**src/rtl/stream_hdr_insert.sv**
```systemverilog
// Prepends an H-byte header (0..DATA_BYTE_WD) to a byte-keep packet stream, repacking densely.
// Define STREAM_INSERT_OUT_REG_EN to register the output through a two-entry skid buffer.
module stream_hdr_insert #(
    parameter int unsigned DATA_WD      = 32,
    parameter int unsigned DATA_BYTE_WD = DATA_WD / 8,
    parameter int unsigned BYTE_CNT_WD  = $clog2(DATA_BYTE_WD) + 1
) (
    input  logic                    clk,
    input  logic                    rst,
    input  logic                    valid_in,
    output logic                    ready_in,
    input  logic [DATA_WD-1:0]      data_in,
    input  logic [DATA_BYTE_WD-1:0] keep_in,
    input  logic                    last_in,
    input  logic                    valid_insert,
    output logic                    ready_insert,
    input  logic [DATA_WD-1:0]      data_insert,
    input  logic [BYTE_CNT_WD-1:0]  byte_insert_cnt,
    output logic                    valid_out,
    input  logic                    ready_out,
    output logic [DATA_WD-1:0]      data_out,
    output logic [DATA_BYTE_WD-1:0] keep_out,
    output logic                    last_out
);

    localparam int unsigned SH_WD  = $clog2(DATA_WD) + 1;
    localparam int unsigned SUM_WD = BYTE_CNT_WD + 1;

    typedef enum logic [1:0] {
        IDLE = 2'd0,
        BODY = 2'd1,
        TAIL = 2'd2
    } state_t;

    state_t                  r_state;
    state_t                  w_state_nxt;
    logic [DATA_WD-1:0]      r_carry;
    logic [DATA_WD-1:0]      w_carry_nxt;
    logic [BYTE_CNT_WD-1:0]  r_cnt;
    logic [BYTE_CNT_WD-1:0]  w_cnt_nxt;

    logic [BYTE_CNT_WD-1:0]  w_h;
    logic [BYTE_CNT_WD-1:0]  w_hdr_gap;
    logic [BYTE_CNT_WD-1:0]  w_carry_gap;
    logic [SH_WD-1:0]        w_sh_hdr;
    logic [SH_WD-1:0]        w_sh_c;
    logic [SH_WD-1:0]        w_sh_rem;
    logic [BYTE_CNT_WD-1:0]  w_v;
    logic [SUM_WD-1:0]       w_sum;
    logic                    w_fits;
    logic [DATA_WD-1:0]      w_din_m;

    logic                    w_c_valid;
    logic                    w_c_ready;
    logic [DATA_WD-1:0]      w_c_data;
    logic [DATA_BYTE_WD-1:0] w_c_keep;
    logic                    w_c_last;
    logic                    w_ready_in;
    logic                    w_ready_ins;

    // MSB-contiguous keep with cnt bytes set
    function automatic logic [DATA_BYTE_WD-1:0] f_keep(input logic [SUM_WD-1:0] cnt);
        logic [DATA_BYTE_WD-1:0] k;
        k = '0;
        for (int i = 0; i < int'(DATA_BYTE_WD); i++) begin
            if (SUM_WD'(i) < cnt) k[int'(DATA_BYTE_WD) - 1 - i] = 1'b1;
        end
        return k;
    endfunction

    // Expand a byte keep into a bit mask
    function automatic logic [DATA_WD-1:0] f_bytes(input logic [DATA_BYTE_WD-1:0] k);
        logic [DATA_WD-1:0] m;
        m = '0;
        for (int i = 0; i < int'(DATA_BYTE_WD); i++) begin
            m[8*i +: 8] = {8{k[i]}};
        end
        return m;
    endfunction

    assign w_h = (byte_insert_cnt > BYTE_CNT_WD'(DATA_BYTE_WD)) ? BYTE_CNT_WD'(DATA_BYTE_WD)
                                                                : byte_insert_cnt;
    assign w_hdr_gap   = BYTE_CNT_WD'(DATA_BYTE_WD) - w_h;
    assign w_carry_gap = BYTE_CNT_WD'(DATA_BYTE_WD) - r_cnt;
    assign w_sh_hdr    = SH_WD'({w_hdr_gap, 3'b000});
    assign w_sh_c      = SH_WD'({r_cnt, 3'b000});
    assign w_sh_rem    = SH_WD'({w_carry_gap, 3'b000});
    // Invalid input bytes are zeroed up front so every shifted copy is zero-filled
    assign w_din_m     = data_in & f_bytes(keep_in);

    always_comb begin
        w_v = '0;
        for (int i = 0; i < int'(DATA_BYTE_WD); i++) begin
            w_v = w_v + BYTE_CNT_WD'(keep_in[i]);
        end
    end

    assign w_sum  = SUM_WD'(r_cnt) + SUM_WD'(w_v);
    assign w_fits = (w_sum <= SUM_WD'(DATA_BYTE_WD));

    // State and carry registers
    always_ff @(posedge clk or posedge rst) begin
        if (rst) begin
            r_state <= IDLE;
            r_carry <= '0;
            r_cnt   <= '0;
        end else begin
            r_state <= w_state_nxt;
            r_carry <= w_carry_nxt;
            r_cnt   <= w_cnt_nxt;
        end
    end

    // Next state, carry update and core output beat
    always_comb begin
        w_state_nxt = r_state;
        w_carry_nxt = r_carry;
        w_cnt_nxt   = r_cnt;
        w_c_valid   = 1'b0;
        w_c_data    = '0;
        w_c_keep    = '0;
        w_c_last    = 1'b0;
        w_ready_in  = 1'b0;
        w_ready_ins = 1'b0;
        unique case (r_state)
            IDLE: begin
                w_ready_ins = 1'b1;
                if (valid_insert) begin
                    w_carry_nxt = data_insert << w_sh_hdr;
                    w_cnt_nxt   = w_h;
                    w_state_nxt = BODY;
                end
            end
            BODY: begin
                w_c_valid  = valid_in;
                w_ready_in = w_c_ready;
                w_c_data   = r_carry | (w_din_m >> w_sh_c);
                w_c_keep   = '1;
                if (last_in && w_fits) begin
                    w_c_keep = f_keep(w_sum);
                    w_c_last = 1'b1;
                end
                if (valid_in && w_c_ready) begin
                    if (last_in && w_fits) begin
                        w_carry_nxt = '0;
                        w_cnt_nxt   = '0;
                        w_state_nxt = IDLE;
                    end else begin
                        w_carry_nxt = w_din_m << w_sh_rem;
                        if (last_in) begin
                            w_cnt_nxt   = BYTE_CNT_WD'(w_sum - SUM_WD'(DATA_BYTE_WD));
                            w_state_nxt = TAIL;
                        end
                    end
                end
            end
            TAIL: begin
                w_c_valid = 1'b1;
                w_c_last  = 1'b1;
                w_c_data  = r_carry;
                w_c_keep  = f_keep(SUM_WD'(r_cnt));
                if (w_c_ready) begin
                    w_carry_nxt = '0;
                    w_cnt_nxt   = '0;
                    w_state_nxt = IDLE;
                end
            end
            default: begin
                w_state_nxt = IDLE;
            end
        endcase
        w_c_data = w_c_data & f_bytes(w_c_keep);
    end

    assign ready_in     = w_ready_in;
    assign ready_insert = w_ready_ins & ~rst;

`ifdef STREAM_INSERT_OUT_REG_EN
    localparam int unsigned ENT_WD = DATA_WD + DATA_BYTE_WD + 1;

    logic [ENT_WD-1:0] r_buf [2];
    logic              r_wr_ptr;
    logic              r_rd_ptr;
    logic [1:0]        r_fill;
    logic              w_push;
    logic              w_pop;

    // Ready toward the core depends only on fill level, cutting the ready_out path
    assign w_c_ready = (r_fill != 2'd2);
    assign w_push    = w_c_valid & w_c_ready;
    assign w_pop     = (r_fill != 2'd0) & ready_out;

    always_ff @(posedge clk or posedge rst) begin
        if (rst) begin
            r_buf[0] <= '0;
            r_buf[1] <= '0;
            r_wr_ptr <= 1'b0;
            r_rd_ptr <= 1'b0;
            r_fill   <= 2'd0;
        end else begin
            if (w_push) begin
                r_buf[r_wr_ptr] <= {w_c_data, w_c_keep, w_c_last};
                r_wr_ptr        <= ~r_wr_ptr;
            end
            if (w_pop) r_rd_ptr <= ~r_rd_ptr;
            case ({w_push, w_pop})
                2'b10:   r_fill <= r_fill + 2'd1;
                2'b01:   r_fill <= r_fill - 2'd1;
                default: r_fill <= r_fill;
            endcase
        end
    end

    assign valid_out                      = (r_fill != 2'd0);
    assign {data_out, keep_out, last_out} = r_buf[r_rd_ptr];
`else
    assign w_c_ready = ready_out;
    assign valid_out = w_c_valid;
    assign data_out  = w_c_data;
    assign keep_out  = w_c_keep;
    assign last_out  = w_c_last;
`endif

endmodule

```
**config.mk**
```make
export PLATFORM = sky130hd
export DESIGN_NAME = stream_hdr_insert
export DESIGN_NICKNAME = d
export VERILOG_FILES = /design/src/rtl/stream_hdr_insert.sv
export SDC_FILE = /design/constraint.sdc
export NUM_CORES = 1
export LEC_CHECK = 0
export CAP_MARGIN = 10
export CORE_ASPECT_RATIO = 0.75
export CORE_UTILIZATION = 35
export CTS_CLUSTER_SIZE = 25
export DETAILED_ROUTE_END_ITERATION = 6
export DONT_BUFFER_PORTS = 1
export PLACE_DENSITY_LB_ADDON = 0.08
export SLEW_MARGIN = 5
export SYNTH_ARGS = -nofsm -noshare
export SYNTH_HDL_FRONTEND = slang
export SYNTH_SLANG_ARGS = --single-unit
```
**constraint.sdc**
```tcl
create_clock -name clk -period 3.9 [get_ports clk]
set_input_delay 0.78 -clock clk [delete_from_list [all_inputs] [get_ports clk]]
set_output_delay 0.78 -clock clk [all_outputs]
set_load 0.1 [all_outputs]
```
==> metrics.csv <==
metric,value,unit
status,"finished, violations left",
failed_checks,negative setup slack,
clk_path_buf_depth,2,
rr_endpoint,r_carry[2]$_DFFE_PP0P_,
cellPowerDensity,994,mW/mm^2
setup_viol,7,
reg2reg_setup_slack,740,ps
syn_inst,546,
grt_pass1_wl,25.1,mm
avgRoutedWirePerCell,23.3,microns
arrival,3140,ps
cp-end-kind,primary output,
root_buffer,clkbuf_16,
maxCapViolCount,0,
first_iter_violations,436,
highest_layer,met4,
fin_cells,709,
grt_max_degree,65,
place_hpwl,12.9,mm
synth.largest_area_cell,dfrtp_1,
clk_pin_slew,60,ps
port_buffers,0,
fin_tns_setup,-131,ps
coreArea,0.0106,sq mm
synth_cell_types,54,
cp_slowest_stage_delay,490,ps
async_reset_ff_share,100,%
crit_path_max_fanout,4,
hold_viol_final,0,
synth_nets,633,
avgViaCountPerCell,6.20,
skew,5.06,ps
clock_latency,290,ps
boundaryPins,117,
cts.sinks,37,
path_cells,"fa_1, fa_2, inv_2, fa_2, buf_6, o32ai_4, a31oi_4, buf_12, a21oi_4, buf_12",
drtAntennaViolNets,0,
num_antenna_cells,0,
vdd_ir_drop_max,0.654,mV
dr_wl_met2,6.31,mm
post-place-ws,-199,ps
required,3120,ps
antenna_found_initial,0,
crit_buf_inv,4,
netlist_area,0.00390,sq mm
maxSlewHeadroom,27.9,%
drive_gt1_share,23.9,%
initial_core_util,36.9,%
drc,0,
maxSlewViolCount,0,
synth.yosys.warnings,0,
grt_overflow,0,
finalNetCount,660,
die_area,0.0116,sq mm
vias,4399,
rsz0062_at_grt,true,
min_path_type,in -> async,
dp_cells,698,
area_delta_synth_final,37.2,%
worst_slew_pin_slew,1080,ps
gp_congestion,0.930,
ys_ff_latch,37,
power.total,5320,uW
numCtsBuffers,5,
die_width,124,microns
min_period,3920,ps
yosys_most_used_dff,dfrtp_1,
fin_crit_sh,101,%
postLayoutSetupSlackWorst,-24.8,ps
fmax,0.255,GHz
cts_tree,yes,
holdBufCountCts,0,
dr.pass1.iters,5,
wl_met3,2.21,mm
grt_pass1_vias,4117,
path_class,in -> out,
synth_seq_area_share,23.7,%
avgSynthCellArea,7.15,sq um
wl_met1,7.82,mm
die_h,93.4,microns
grtUsageTotal,29.3,%
cts.htree.levels,2,
slowest_stage,fa_1,
detail_route.wirelength,16.6,mm
r2r_start,r_state[1]$_DFFE_PP0P_,
rows,32,
holdWs,497,ps
synth_edf_count,0,
r2r_cells,7,
critPathTopFamily,adder cells,
startpoint_type,primary input,
yosysTopAreaCellShare,23.7,%
synthTopCellsByArea,"dfrtp_1 (24%), nand2_1 (9.7%), nor2_1 (6.7%)",
leakagePower,0.00208,uW
==> Yosys cell counts, types with 2 or more instances <==
library cell and number:
a22oi_1 23, clkbuf_1 19, nand3_1 24, nand3b_1 8, and3_1 3, and2_1 4, nor2_1 70, a221o_1 7
o2bb2a_1 6, ha_1 7, mux2i_1 5, nor2b_2 2, xor2_1 3, buf_2 13, a2bb2oi_1 9, inv_1 16
mux2_2 3, o21a_1 9, o211ai_1 11, o21ai_2 3, fa_1 3, nand2_1 101, a31oi_1 16, a221oi_1 8
buf_6 6, a21boi_0 2, a211o_1 16, a22o_1 6, nand2b_1 3, o22ai_1 2, a211oi_1 4, buf_4 5
o21ai_0 18, a21oi_1 44, nor2b_1 12, dfrtp_1 37
==> worst max-delay path by stage <==
stage,startpoint,endpoint,cells after the start
final,keep_in[0],data_out[12],10
after global routing,keep_in[0],data_out[12],10
after CTS,keep_in[0],data_out[12],10
after detailed placement,keep_in[0],keep_out[3],9
after global placement,keep_in[0],keep_out[3],9
after floorplan,keep_in[0],keep_out[1],9
==> cell usage in the layout, fill, tap and decap left out, types with 4 or more instances in the layout <==
cell type	netlist	final
a221oi_1	8	8
o21a_1	9	8
a31oi_1	16	16
o2bb2a_1	6	6
a2bb2oi_1	9	9
nand3_1	24	24
nand2_1	101	99
and2_1	4	4
nor2_2	0	7
buf_12	0	40
o21ai_0	18	18
nand3b_1	8	8
inv_1	16	12
mux2i_1	5	5
a21oi_4	0	8
nor2_4	0	18
buf_4	5	22
a211oi_1	4	4
a22oi_1	23	23
dfrtp_1	37	37
clkbuf_16	0	6
a21oi_1	44	35
o211ai_1	11	11
a22o_1	6	6
a221o_1	7	7
nor2b_2	2	5
a211o_1	16	16
nor2_1	70	45
ha_1	7	7
nor2b_1	12	7
==> repair_timing <==
action,4_1_cts,5_1_grt
cloned,0,1
setup buffers,2,1
endpoints found under the setup margin,27,21
gates resized for setup,9,12
pin swaps,3,12
==> per-stage QoR <==
stage	instance area, sq um	utilization [%]
6_report	5350	50.6
5_1_grt	5350	50.6
3_3_place_gp	5040	47.7
4_1_cts	5260	49.8
3_5_place_dp	5040	47.7
2_1_floorplan	4180	-
==> cells by family after synthesis <==
| family | after synthesis | share of synthesized area, % |
|---|---|---|
| muxes | 8 | 2.15 |
| adders and majority gates | 10 | 3.78 |
| buffers and inverters | 62 | 8.05 |
| DFF | 37 | 23.7 |
| xor gates and xnor gates | 3 | 0.674 |
| and+or+nand+nor | 235 | 26.7 |
| AOI/OAI and AO/OA | 191 | 34.9 |
==> routing by layer <==
metal  vias up  global-route usage (%)
met2       288                    38.8
met1      2072                    45.0
met5         -                       0
met3        14                    9.70
li1       2025                       -
met4         0                    5.65
==> final cells by class <==
cell class / count / area (sq um)
clock buffers: 6 / 139
clock inverters: 1 / 7.51
fillers: 1056 / 5220
inverters: 17 / 71.3
multi-input cells: 447 / 3030
flip-flops and latches: 37 / 926
well taps: 136 / 170
repair buffers: 65 / 1010
==> sequential cells by signal, indices dropped and copies added (netlist names) <==
signal / cells
r_carry: 32
r_cnt: 3
r_state: 2
==> power by group <==
part	leakage (uW)	switching, uW	internal [uW]
sequential	0.000457	132	580
clock	0.0000690	164	251
combinational	0.00156	2740	1450
total	0.00208	3040	2280
(Power assumes the default switching activity.)
